**config.mk**
```make
export PLATFORM = sky130hd
export DESIGN_NAME = mem_access_unit_flat
export DESIGN_NICKNAME = d
export VERILOG_FILES = /design/src/rtl/mau_pkg.sv /design/src/rtl/mau_if.sv /design/src/rtl/mau_lane_align.sv /design/src/rtl/mem_access_unit.sv /design/src/flat_wrapper.sv
export SDC_FILE = /design/constraint.sdc
export NUM_CORES = 1
export LEC_CHECK = 0
export ABC_AREA = 0
export CAP_MARGIN = 20
export CORE_UTILIZATION = 54
export CTS_BUF_LIST = sky130_fd_sc_hd__clkbuf_4
export DETAILED_ROUTE_END_ITERATION = 7
export GPL_TIMING_DRIVEN = 0
export PLACE_DENSITY = 0.88
export RECOVER_POWER = 100
export SETUP_SLACK_MARGIN = 0.3
export SLEW_MARGIN = 10
export SYNTH_ARGS = -nofsm -noshare
export SYNTH_HDL_FRONTEND = slang
export SYNTH_SLANG_ARGS = --single-unit
```
**constraint.sdc**
```tcl
create_clock -name clk -period 4.32 [get_ports clk]
set_clock_uncertainty 0.05 [all_clocks]
set_input_delay 0.864 -clock clk [delete_from_list [all_inputs] [get_ports clk]]
set_output_delay 0.864 -clock clk [all_outputs]
set_load 0.02 [all_outputs]
```
**src/rtl/mau_pkg.sv**
```systemverilog
`default_nettype none
// +----------------------------------------------------------------------------+
// | Module      : mau_pkg                                                      |
// | Description : Shared encodings, FSM states and lane helper for the         |
// |               memory access unit.                                          |
// | Revision    : 1.0 - initial release                                        |
// +----------------------------------------------------------------------------+
package mau_pkg;

   localparam int MAU_MEM_WORDS = 1024;

   typedef enum logic [1:0] {
      SIZE_BYTE = 2'b00,
      SIZE_HALF = 2'b01,
      SIZE_WORD = 2'b10,
      SIZE_RSVD = 2'b11
   } mau_size_e;

   typedef logic [2:0] mau_state_t;

   localparam logic [2:0] ST_IDLE   = 3'd0;
   localparam logic [2:0] ST_ACCESS = 3'd1;
   localparam logic [2:0] ST_RMW_RD = 3'd2;
   localparam logic [2:0] ST_RMW_WR = 3'd3;
   localparam logic [2:0] ST_RESP   = 3'd4;
   localparam logic [2:0] ST_ERR    = 3'd5;

   // Big-endian lanes: byte k sits (3-k)*8 bits above bit 0, half at addr[1]=0 sits 16 up.
   function automatic logic [4:0] lane_shift(input logic [1:0] size, input logic [1:0] addr_lo);
      logic [4:0] s;
      s = 5'd0;
      case (size)
         SIZE_BYTE: s = {~addr_lo, 3'b000};
         SIZE_HALF: s = {~addr_lo[1], 4'b0000};
         default:   s = 5'd0;
      endcase
      return s;
   endfunction

endpackage : mau_pkg
`default_nettype wire

```
**src/rtl/mau_if.sv**
```systemverilog
`default_nettype none
// +----------------------------------------------------------------------------+
// | Module      : mau_if                                                       |
// | Description : Request/response handshake and memory data-port bundle.     |
// | Revision    : 1.0 - initial release                                        |
// +----------------------------------------------------------------------------+
interface mau_if;
   logic        req_valid;
   logic        req_ready;
   logic        req_we;
   logic [1:0]  req_size;
   logic        req_signed;
   logic [31:0] req_addr;
   logic [31:0] req_wdata;
   logic        resp_valid;
   logic        resp_err;
   logic [31:0] resp_rdata;
   logic        d_read_en;
   logic        d_write_en;
   logic [31:0] d_addr;
   logic [31:0] d_write_data;
   logic [31:0] d_data_in;

   // The unit itself
   modport slave (
      input  req_valid, req_we, req_size, req_signed, req_addr, req_wdata, d_data_in,
      output req_ready, resp_valid, resp_err, resp_rdata,
             d_read_en, d_write_en, d_addr, d_write_data
   );

   // Pipeline plus memory, seen from outside the unit
   modport master (
      output req_valid, req_we, req_size, req_signed, req_addr, req_wdata, d_data_in,
      input  req_ready, resp_valid, resp_err, resp_rdata,
             d_read_en, d_write_en, d_addr, d_write_data
   );
endinterface : mau_if
`default_nettype wire

```
**src/rtl/mau_lane_align.sv**
```systemverilog
`default_nettype none
// +----------------------------------------------------------------------------+
// | Module      : mau_lane_align                                               |
// | Description : Combinational load lane extract/extend and sub-word store    |
// |               merge for big-endian byte lanes.                             |
// | Revision    : 1.0 - initial release                                        |
// +----------------------------------------------------------------------------+
module mau_lane_align
   import mau_pkg::*;
(
   input  logic [1:0]  size,
   input  logic [1:0]  addr_lo,
   input  logic        is_signed,
   input  logic [31:0] rdata,
   input  logic [31:0] wdata,
   output logic [31:0] load_data,
   output logic [31:0] merge_data
);

   logic [4:0]  shamt;
   logic [31:0] shifted;
   logic [31:0] lane_mask;
   logic        sign_bit;

   always_comb begin
      shamt      = lane_shift(size, addr_lo);
      shifted    = rdata >> shamt;
      lane_mask  = 32'hFFFF_FFFF;
      sign_bit   = 1'b0;
      load_data  = rdata;
      merge_data = wdata;
      case (size)
         SIZE_BYTE: begin
            sign_bit   = is_signed & shifted[7];
            load_data  = (shifted & 32'h0000_00FF) | ({32{sign_bit}} & 32'hFFFF_FF00);
            lane_mask  = 32'h0000_00FF << shamt;
            merge_data = (rdata & ~lane_mask) | ((wdata & 32'h0000_00FF) << shamt);
         end
         SIZE_HALF: begin
            sign_bit   = is_signed & shifted[15];
            load_data  = (shifted & 32'h0000_FFFF) | ({32{sign_bit}} & 32'hFFFF_0000);
            lane_mask  = 32'h0000_FFFF << shamt;
            merge_data = (rdata & ~lane_mask) | ((wdata & 32'h0000_FFFF) << shamt);
         end
         default: begin
            load_data  = rdata;
            merge_data = wdata;
         end
      endcase
   end

endmodule : mau_lane_align
`default_nettype wire

```
**src/rtl/mem_access_unit.sv**
```systemverilog
`default_nettype none
// +----------------------------------------------------------------------------+
// | Module      : mem_access_unit                                              |
// | Description : Load/store initiator for the data port of the I/D memory;    |
// |               word/half/byte access with read-modify-write sub-word store. |
// |               Optional misalignment trap: MAU_MISALIGN_TRAP_EN.            |
// | Revision    : 1.0 - initial release                                        |
// +----------------------------------------------------------------------------+
module mem_access_unit
   import mau_pkg::*;
#(
   parameter int MEM_WORDS = MAU_MEM_WORDS
)(
   input  logic  clk,
   input  logic  rst_n,
   mau_if.slave  bus
);

   localparam logic [32:0] ADDR_LIMIT = 33'(MEM_WORDS) << 2;

   mau_state_t  state_q, state_d;
   logic        we_q, we_d;
   logic [1:0]  size_q, size_d;
   logic        signed_q, signed_d;
   logic [31:0] addr_q, addr_d;
   logic [31:0] wdata_q, wdata_d;
   logic [31:0] rdata_q, rdata_d;
   logic [31:0] merge_q, merge_d;

   logic        accept;
   logic        req_err;
   logic        req_subword_st;
   logic [31:0] lane_load;
   logic [31:0] lane_merge;

   mau_lane_align u_lane_align (
      .size       (size_q),
      .addr_lo    (addr_q[1:0]),
      .is_signed  (signed_q),
      .rdata      (bus.d_data_in),
      .wdata      (wdata_q),
      .load_data  (lane_load),
      .merge_data (lane_merge)
   );

   // Ready is masked by reset so nothing upstream sees the unit as idle during reset.
   assign bus.req_ready  = rst_n && (state_q == ST_IDLE);
   assign accept         = bus.req_valid && bus.req_ready;
   assign req_subword_st = bus.req_we && (bus.req_size != SIZE_WORD);

   always_comb begin
      req_err = 1'b0;
      if (bus.req_size == SIZE_RSVD)
         req_err = 1'b1;
      if ({1'b0, bus.req_addr} >= ADDR_LIMIT)
         req_err = 1'b1;
`ifdef MAU_MISALIGN_TRAP_EN
      if ((bus.req_size == SIZE_HALF) && bus.req_addr[0])
         req_err = 1'b1;
      if ((bus.req_size == SIZE_WORD) && (bus.req_addr[1:0] != 2'b00))
         req_err = 1'b1;
`endif
   end

   always_comb begin
      state_d  = state_q;
      we_d     = we_q;
      size_d   = size_q;
      signed_d = signed_q;
      addr_d   = addr_q;
      wdata_d  = wdata_q;
      rdata_d  = rdata_q;
      merge_d  = merge_q;
      case (state_q)
         ST_IDLE: begin
            if (accept) begin
               we_d     = bus.req_we;
               size_d   = bus.req_size;
               signed_d = bus.req_signed;
               addr_d   = bus.req_addr;
               wdata_d  = bus.req_wdata;
               rdata_d  = 32'd0;
               if (req_err)
                  state_d = ST_ERR;
               else if (req_subword_st)
                  state_d = ST_RMW_RD;
               else
                  state_d = ST_ACCESS;
            end
         end
         ST_ACCESS: begin
            if (!we_q)
               rdata_d = lane_load;
            state_d = ST_RESP;
         end
         ST_RMW_RD: begin
            merge_d = lane_merge;
            state_d = ST_RMW_WR;
         end
         ST_RMW_WR: state_d = ST_RESP;
         ST_RESP:   state_d = ST_IDLE;
         ST_ERR:    state_d = ST_IDLE;
         default:   state_d = ST_IDLE;
      endcase
   end

   always_ff @(posedge clk or negedge rst_n) begin
      if (!rst_n) begin
         state_q  <= ST_IDLE;
         we_q     <= 1'b0;
         size_q   <= SIZE_BYTE;
         signed_q <= 1'b0;
         addr_q   <= 32'd0;
         wdata_q  <= 32'd0;
         rdata_q  <= 32'd0;
         merge_q  <= 32'd0;
      end else begin
         state_q  <= state_d;
         we_q     <= we_d;
         size_q   <= size_d;
         signed_q <= signed_d;
         addr_q   <= addr_d;
         wdata_q  <= wdata_d;
         rdata_q  <= rdata_d;
         merge_q  <= merge_d;
      end
   end

   // Enables decode straight from the state flop, so reset drops them asynchronously.
   assign bus.d_read_en  = ((state_q == ST_ACCESS) && !we_q) || (state_q == ST_RMW_RD);
   assign bus.d_write_en = ((state_q == ST_ACCESS) &&  we_q) || (state_q == ST_RMW_WR);

   assign bus.d_addr = (bus.d_read_en || bus.d_write_en) ? {2'b00, addr_q[31:2]} : 32'd0;

   always_comb begin
      bus.d_write_data = 32'd0;
      if ((state_q == ST_ACCESS) && we_q)
         bus.d_write_data = wdata_q;
      else if (state_q == ST_RMW_WR)
         bus.d_write_data = merge_q;
   end

   assign bus.resp_valid = (state_q == ST_RESP) || (state_q == ST_ERR);
   assign bus.resp_err   = (state_q == ST_ERR);
   assign bus.resp_rdata = (state_q == ST_RESP) ? rdata_q : 32'd0;

endmodule : mem_access_unit
`default_nettype wire

```
**src/flat_wrapper.sv**
```systemverilog
// flat-port wrapper written by rule: the top's interface ports become plain ports
module mem_access_unit_flat import mau_pkg::*;
#(
   parameter int MEM_WORDS = MAU_MEM_WORDS
)
  (clk, rst_n, bus_req_valid, bus_req_we, bus_req_size, bus_req_signed, bus_req_addr, bus_req_wdata, bus_d_data_in, bus_req_ready, bus_resp_valid, bus_resp_err, bus_resp_rdata, bus_d_read_en, bus_d_write_en, bus_d_addr, bus_d_write_data);
  mau_if bus_i ();
  input  logic clk;
  input  logic rst_n;
  input wire logic [$bits(bus_i.req_valid)-1:0] bus_req_valid;
  input wire logic [$bits(bus_i.req_we)-1:0] bus_req_we;
  input wire logic [$bits(bus_i.req_size)-1:0] bus_req_size;
  input wire logic [$bits(bus_i.req_signed)-1:0] bus_req_signed;
  input wire logic [$bits(bus_i.req_addr)-1:0] bus_req_addr;
  input wire logic [$bits(bus_i.req_wdata)-1:0] bus_req_wdata;
  input wire logic [$bits(bus_i.d_data_in)-1:0] bus_d_data_in;
  output wire logic [$bits(bus_i.req_ready)-1:0] bus_req_ready;
  output wire logic [$bits(bus_i.resp_valid)-1:0] bus_resp_valid;
  output wire logic [$bits(bus_i.resp_err)-1:0] bus_resp_err;
  output wire logic [$bits(bus_i.resp_rdata)-1:0] bus_resp_rdata;
  output wire logic [$bits(bus_i.d_read_en)-1:0] bus_d_read_en;
  output wire logic [$bits(bus_i.d_write_en)-1:0] bus_d_write_en;
  output wire logic [$bits(bus_i.d_addr)-1:0] bus_d_addr;
  output wire logic [$bits(bus_i.d_write_data)-1:0] bus_d_write_data;
  assign bus_i.req_valid = bus_req_valid;
  assign bus_i.req_we = bus_req_we;
  assign bus_i.req_size = bus_req_size;
  assign bus_i.req_signed = bus_req_signed;
  assign bus_i.req_addr = bus_req_addr;
  assign bus_i.req_wdata = bus_req_wdata;
  assign bus_i.d_data_in = bus_d_data_in;
  assign bus_req_ready = bus_i.req_ready;
  assign bus_resp_valid = bus_i.resp_valid;
  assign bus_resp_err = bus_i.resp_err;
  assign bus_resp_rdata = bus_i.resp_rdata;
  assign bus_d_read_en = bus_i.d_read_en;
  assign bus_d_write_en = bus_i.d_write_en;
  assign bus_d_addr = bus_i.d_addr;
  assign bus_d_write_data = bus_i.d_write_data;
  mem_access_unit #(.MEM_WORDS(MEM_WORDS)) u_core (.clk(clk), .rst_n(rst_n), .bus(bus_i));
endmodule
```
==> summary.md <==
| Metric | Value |
|---|---|
| Status | complete, no violations |
| Placement Setup Slack | about 0.60 ns |
| Syn avg cell area | 10.5 um2 |
| Leading area contributor after synthesis | dfrtp_1 |
| DR WL/cell | 21.5 um |
| Clock-pin slew on the worst setup and hold paths | ~0.12 ns |
| Post-synthesis cell type count | 52 |
| Total Wirelength | 24,300 um |
| Largest net degree at the start of global routing | 78 |
| Grt total ovfl | 0 |
| Clock tree from TritonCTS | yes |
| Slowest cell delay on critical path | 0.68 ns |
| Number of global-route vias before repair | around 7,100 |
| Post-CTS setup buffers | 0 |
| Port Buf Inserts | ~200 |
| Drt first pass iters | 5 |
| Fin crit share | 0.952 |
| Async set-reset flop share out of synthesis | 1.00 |
| Root Buffer | clkbuf_4 |
| Die Ht | ~120 um |
| EDFF count, synth | 0 |
| Final min period | ~4.1 ns |
| Post-detail-place hpwl | about 19,000 um |
| IO Pins | slightly above 200 |
| Full die area | ~14,000 um2 |
| Sequential area share after synthesis | 0.447 |
| CTS Buf Count | 17 |
| Unrepaired setup endpoints after global routing | false |
| RePlAce Congestion | 0.950 |
| Total GRT Usage | 0.350 |
| Fin. max-slew vios | 0 |
| CTS max path bufs | 2 |
| Worst Path Buf+Inv | 3 |
| CP Cell Sequence | inv_1, nor4b_4, clkbuf_1, a22o_1, dlygate4sd3_1 |
| Starting density of the core | 0.561 |
| Yosys warnings | 0 |
| Critical path class | register to output port |
| Total of max-cap violations | 0 |
| CP Launch Type | register |
| Register bit total from synthesis | 135 |
| Area of the core | 13,500 um2 |
| Residual DRC count | 0 |
| First-pass GRT wire length | roughly 38,000 um |
| Initial drt markers | just over 600 |
| Data arrival, critical path | approximately 3.2 ns |
| FP Rows | 42 |
| Leakage | 4.48 nW |
| Peak VDD IR | around 0.00029 V |
| Crit-path leading delay family | buffers and inverters |
| Max-slew headroom | 0.452 |
| Top FF cell, synth | dfrtp_1 |
| Post-layout worst setup margin | about 0.21 ns |
| Hold Violations, Final | 0 |
| Dpl cell area | a little under 10,000 um2 |
| Critical-path top delay cell | dlygate4sd3_1 |
| Slew at the pin closest to its max-slew limit | 0.819 ns |
| Post-CTS Hold Buffers | 0 |
| Clk sink count | ~140 |
| CP Capture Type | output port |
| Final #Nets | ~1,000 |
| Routed via count | around 7,200 |
| CTS H-tree depth | 4 |
| Max frequency | 0.243 GHz |
| Top cell type's share of synthesized area | 0.447 |
| CP required | about 3.4 ns |
| Remaining antenna violation count | 0 |
| Final setup viols | 0 |
| Design Area, Final | approximately 10,000 um2 |
| Post-CTS Resized | 1 |
| Synthesized area | roughly 7600 um2 |
| Antenna violations before repair | 1 |
| Share of layout cells above drive strength 1 | 0.141 |
| Synth top area cells | dfrtp_1 45%, mux2_2 10%, a22o_1 5.7% |
| Min-Delay Path Class | input pin to async pin |
| Vias/cell | between 6 and 7 |
| Critical path peak fanout | 10 |
| Area Growth Syn to Fin | 32.9% |
| PwrDens | 409 nW/um2 |
| Worst skew pair latency | between 0.5 and 0.6 ns |
| Die span in x | between 100 and 150 um |
| Post-Synthesis Cells | just over 700 |
==> stage by stage <==
stage | total power [mW] | hold slack [ns] | std cells | TNS, ns | utilization
6_report | 4.11 | 0.189 | 1129 | 0 | 0.746
5_1_grt | 4.30 | 0.212 | 1129 | 0 | 0.746
4_1_cts | 4.12 | 0.191 | 1128 | 0 | 0.754
3_5_place_dp | 3.20 | 0.407 | 1096 | 0 | 0.730
3_3_place_gp | 3.15 | 0.404 | 1095 | -743.89 | 0.728
2_1_floorplan | 2.61 | 0.389 | 718 | 0 | -
==> kinds of logic (layout without fill, tap and decap cells) <==
family | Yosys count | count (layout) | synth area share
compound gates | 182 | 182 | 0.196
fa+ha+maj | 4 | 4 | 0.00663
buf+inv | 77 | 311 | 0.0507
flops | 135 | 135 | 0.447
mux | 84 | 84 | 0.131
other cells | 1 | 3 | 0.000497
simple gates | 234 | 234 | 0.168
==> synth_stat cells (12+ instances only) <==
cell type	number
inv_1	14
mux2_2	68
nand3b_1	18
and3_1	34
o21ai_0	32
nor2_1	52
a221oi_1	24
and2_1	32
a21oi_1	12
dfrtp_1	135
clkbuf_1	33
o211ai_1	16
nand2_1	59
buf_2	12
a22o_1	49
==> routing by layer <==
metal | up-vias | global-route usage | routed length [um]
li1 | 3132 | - | -
met1 | 3502 | 0.458 | 9670
met2 | 429 | 0.543 | 11200
met3 | 90 | 0.0858 | 2350
met4 | 0 | 0.176 | 1090
met5 | - | 0 | 0
==> cell usage in the layout, fill, tap and decap left out, types with 11 or more instances in the layout <==
| cell type | synthesis | layout |
|---|---|---|
| mux2_2 | 68 | 68 |
| a21oi_1 | 12 | 12 |
| o211ai_1 | 16 | 26 |
| clkbuf_1 | 33 | 43 |
| dlygate4sd3_1 | 0 | 82 |
| nand2_1 | 59 | 59 |
| clkdlybuf4s50_1 | 0 | 118 |
| inv_1 | 14 | 14 |
| nand3b_1 | 18 | 18 |
| and2_1 | 32 | 31 |
| and3_1 | 34 | 34 |
| clkbuf_4 | 0 | 21 |
| a22o_1 | 49 | 49 |
| o21ai_0 | 32 | 32 |
| nor2_1 | 52 | 52 |
| mux2i_1 | 11 | 11 |
| a221oi_1 | 24 | 24 |
| dfrtp_1 | 135 | 135 |
==> path summary, 6_finish.rpt <==
path                                                       end                           from  slack, ns  cells after the start
min in group clk                 u_core.rdata_q[7]$_DFFE_PN0P_  u_core.rdata_q[7]$_DFFE_PN0P_       0.43                      2
worst min-delay path             u_core.rdata_q[7]$_DFFE_PN0P_                          rst_n       0.19                      1
worst max register to register  u_core.wdata_q[29]$_DFFE_PN0P_  u_core.state_q[0]$_DFFE_PN0P_       1.25                      6
max in group asynchronous       u_core.wdata_q[18]$_DFFE_PN0P_                          rst_n       3.25                      2
worst min register to register   u_core.rdata_q[7]$_DFFE_PN0P_  u_core.rdata_q[7]$_DFFE_PN0P_       0.43                      2
worst max-delay path                       bus_d_write_data[7]  u_core.state_q[0]$_DFFE_PN0P_       0.21                      5
==> area by class of cell <==
cell class / instances / area, um2
antenna: 1 / 2.50
timing repair buffer: 202 / 2040
sequential: 135 / 3380
inverter: 15 / 56.3
fill: 1012 / 3410
clock inverter: 11 / 155
clock buffer: 21 / 158
multi-input combinational: 506 / 3750
buffer: 62 / 282
tap: 176 / 220
==> state kept, by name, summed over array words and instances (netlist names) <==
register / flops
u_core.signed_q: 1
u_core.merge_q: 32
u_core.size_q: 2
u_core.wdata_q: 32
u_core.rdata_q: 32
u_core.state_q: 3
u_core.addr_q: 32
u_core.we_q: 1
==> power breakdown <==
part           leakage [nW]  switching [mW]  internal, mW
Sequential             1.59           0.244          1.53
Combinational          2.72           0.760         0.641
Clock                 0.172           0.459         0.477
Note: power is estimated with default switching activity, not from simulation.
==> RTL edit, RTL diff (same settings) <==
Reset style: synchronous (`rst_n`), changed in one clocked block. Comments in the files are not updated.
--- a/src/rtl/mem_access_unit.sv
+++ b/src/rtl/mem_access_unit.sv
@@ -104,7 +104,7 @@
       endcase
    end
 
-   always_ff @(posedge clk or negedge rst_n) begin
+   always_ff @(posedge clk) begin
       if (!rst_n) begin
          state_q  <= ST_IDLE;
          we_q     <= 1'b0;
Behaviour: differs if rst_n is asserted again (counterexample within 4 cycles, from zero or initial values and one cycle with rst_n low); with rst_n held inactive, the same outputs for 4 cycles.
==> RTL edit against the original RTL <==
Worst hold slack gained 220 ps; wire length shrank 1.9%; setup slack gained 61 ps; design area shrank 7.8%; area after synthesis shrank 9.6%; sequential cell count is the same; global-route usage grew 1.6 points.
Power is not compared: it rests on default switching activity, and its combinational part moved more than twofold at a synthesized area within 25%.
==> RTL edit: results (changes against the original RTL) <==
Synthesis
  – Sequential area share after synthesis: 39.6% (was 44.7%)
  – Mux share of post-synthesis cell area: 1.32% (was 13.1%)
  – Most frequent cell after synthesis: nand2_1 (was dfrtp_1)
  – Post-synth top flop: dfxtp_1 (was dfrtp_1)
  – Async S/R FF share, synth: 0% (was 100%)
  – Gate Count Post-Synth: 866 (was 717)
  – Top cells by area, synth: dfxtp_1, nand2_1, o21ai_0 (was dfrtp_1, mux2_2, a22o_1)
  – Area share of fa/ha/maj cells after synthesis: 0.733% (was 0.663%)
  – Compound-Gate Fraction of Synth Area: 30.6% (was 19.6%)

Routing
  – Routed wire length: 23800 µm (was 24300 µm)
  – Initial DRC Count: 890 (was 612)
  – Drt pass-1 iters: 6 (was 5)
  – Drt wl/cell: 18.8 µm (was 21.5 µm)
  – M1 WL: 9380 µm (was 9670 µm)
  – Vias per cell: 6.09 (was 6.34)
  – DR WL met2: 10800 µm (was 11200 µm)
  – WL met3: 2780 µm (was 2350 µm)

Clocking
  – Post-CTS resize count: 0 (was 1)
  – Root buf cell: clkbuf_4 (unchanged)

Place
  – # placed instances: 1236 (was 1096)
  – Routability cong.: 0.963 (was 0.950)
  – Final HPWL DP: 18000 µm (was 18600 µm)

Floorplan
  – Die width: 114 µm (was 120 µm)

Setup path
  – Critical Path AT: 3140 ps (was 3200 ps)

Layout
  – Fillcell total: 980 (was 1012)
  – Antenna diodes: 0 (was 1)
  – Fraction of layout cells with a size suffix above 1: 4.64% (was 14.1%)

Status
  – Status: completed (unchanged)

Global route
  – First-pass GRT wire length: 36600 µm (was 38400 µm)
  – Vias in the first global route: 7117 (was 7130)
  – Initial antenna violation count: 0 (was 1)
  – GR Util All Layers: 36.7% (was 35.0%)

Worst hold path
  – Hold crit path type: flip-flop to flip-flop (was input port to asynchronous set/reset pin)

STA
  – Relative slew slack: 21.3% (was 45.2%)

Pwr
  – Worst vdd ir: 0.000228 V
[RTL edit: routing by layer]
layer | track usage [%] | vias to the layer above
met4 | 16.6 | 0
met3 | 11.0 | 87
met1 | 46.2 | 3579
li1 | - | 3545
met2 | 57.9 | 506
met5 | 0 | -
[RTL edit: power groups by stage]
stage	registers [µW]	clock network (µW)	logic [µW]
detailed placement	1380	0	543
global placement	1380	0	533
floorplan	1360	0	316
CTS	1350	693	546
finish	1360	697	554
global route	1360	755	594
[RTL edit: final timing paths]
path                                  start                               to  slack, ps  depth (start not counted)
max          u_core.state_q[0]$_SDFFE_PN0P_                    bus_d_read_en        270                          6
min          u_core.addr_q[22]$_SDFFE_PN0P_   u_core.addr_q[22]$_SDFFE_PN0P_        410                          2
max reg2reg   u_core.size_q[1]$_SDFFE_PN0P_  u_core.merge_q[18]$_SDFFE_PN0N_        640                          9
min reg2reg  u_core.addr_q[22]$_SDFFE_PN0P_   u_core.addr_q[22]$_SDFFE_PN0P_        410                          2
[RTL edit: metrics by stage]
stage | cell area, µm² | setup slack [ps]
floorplan | 6830 | 1850
global placement | 9050 | 893
detailed placement | 9050 | 918
CTS | 9270 | 364
global route | 9250 | 109
finish | 9250 | 268
[RTL edit: final cells by class]
class                      instances  area share [%]
buffer                            79            3.53
sequential                       135            29.2
clock buffer                      17            1.38
inverter                          24           0.973
clock inverter                    15           0.960
tap                              168            2.27
timing repair buffer             201            21.7
multi-input combinational        629            39.9
[RTL edit: timing repair]
item / 4_1_cts / 5_1_grt
hold buffers: 0 / 0
setup buffers: 0 / 0
endpoints found under the setup margin: 0 / 30
[RTL edit: critical path, stage by stage, from the launching register on]
cell and delay, ps:
dfxtp_1 360, clkbuf_1 250, nor3b_1 330, clkbuf_1 370
clkbuf_1 410, nand2b_1 170, dlygate4sd3_1 670
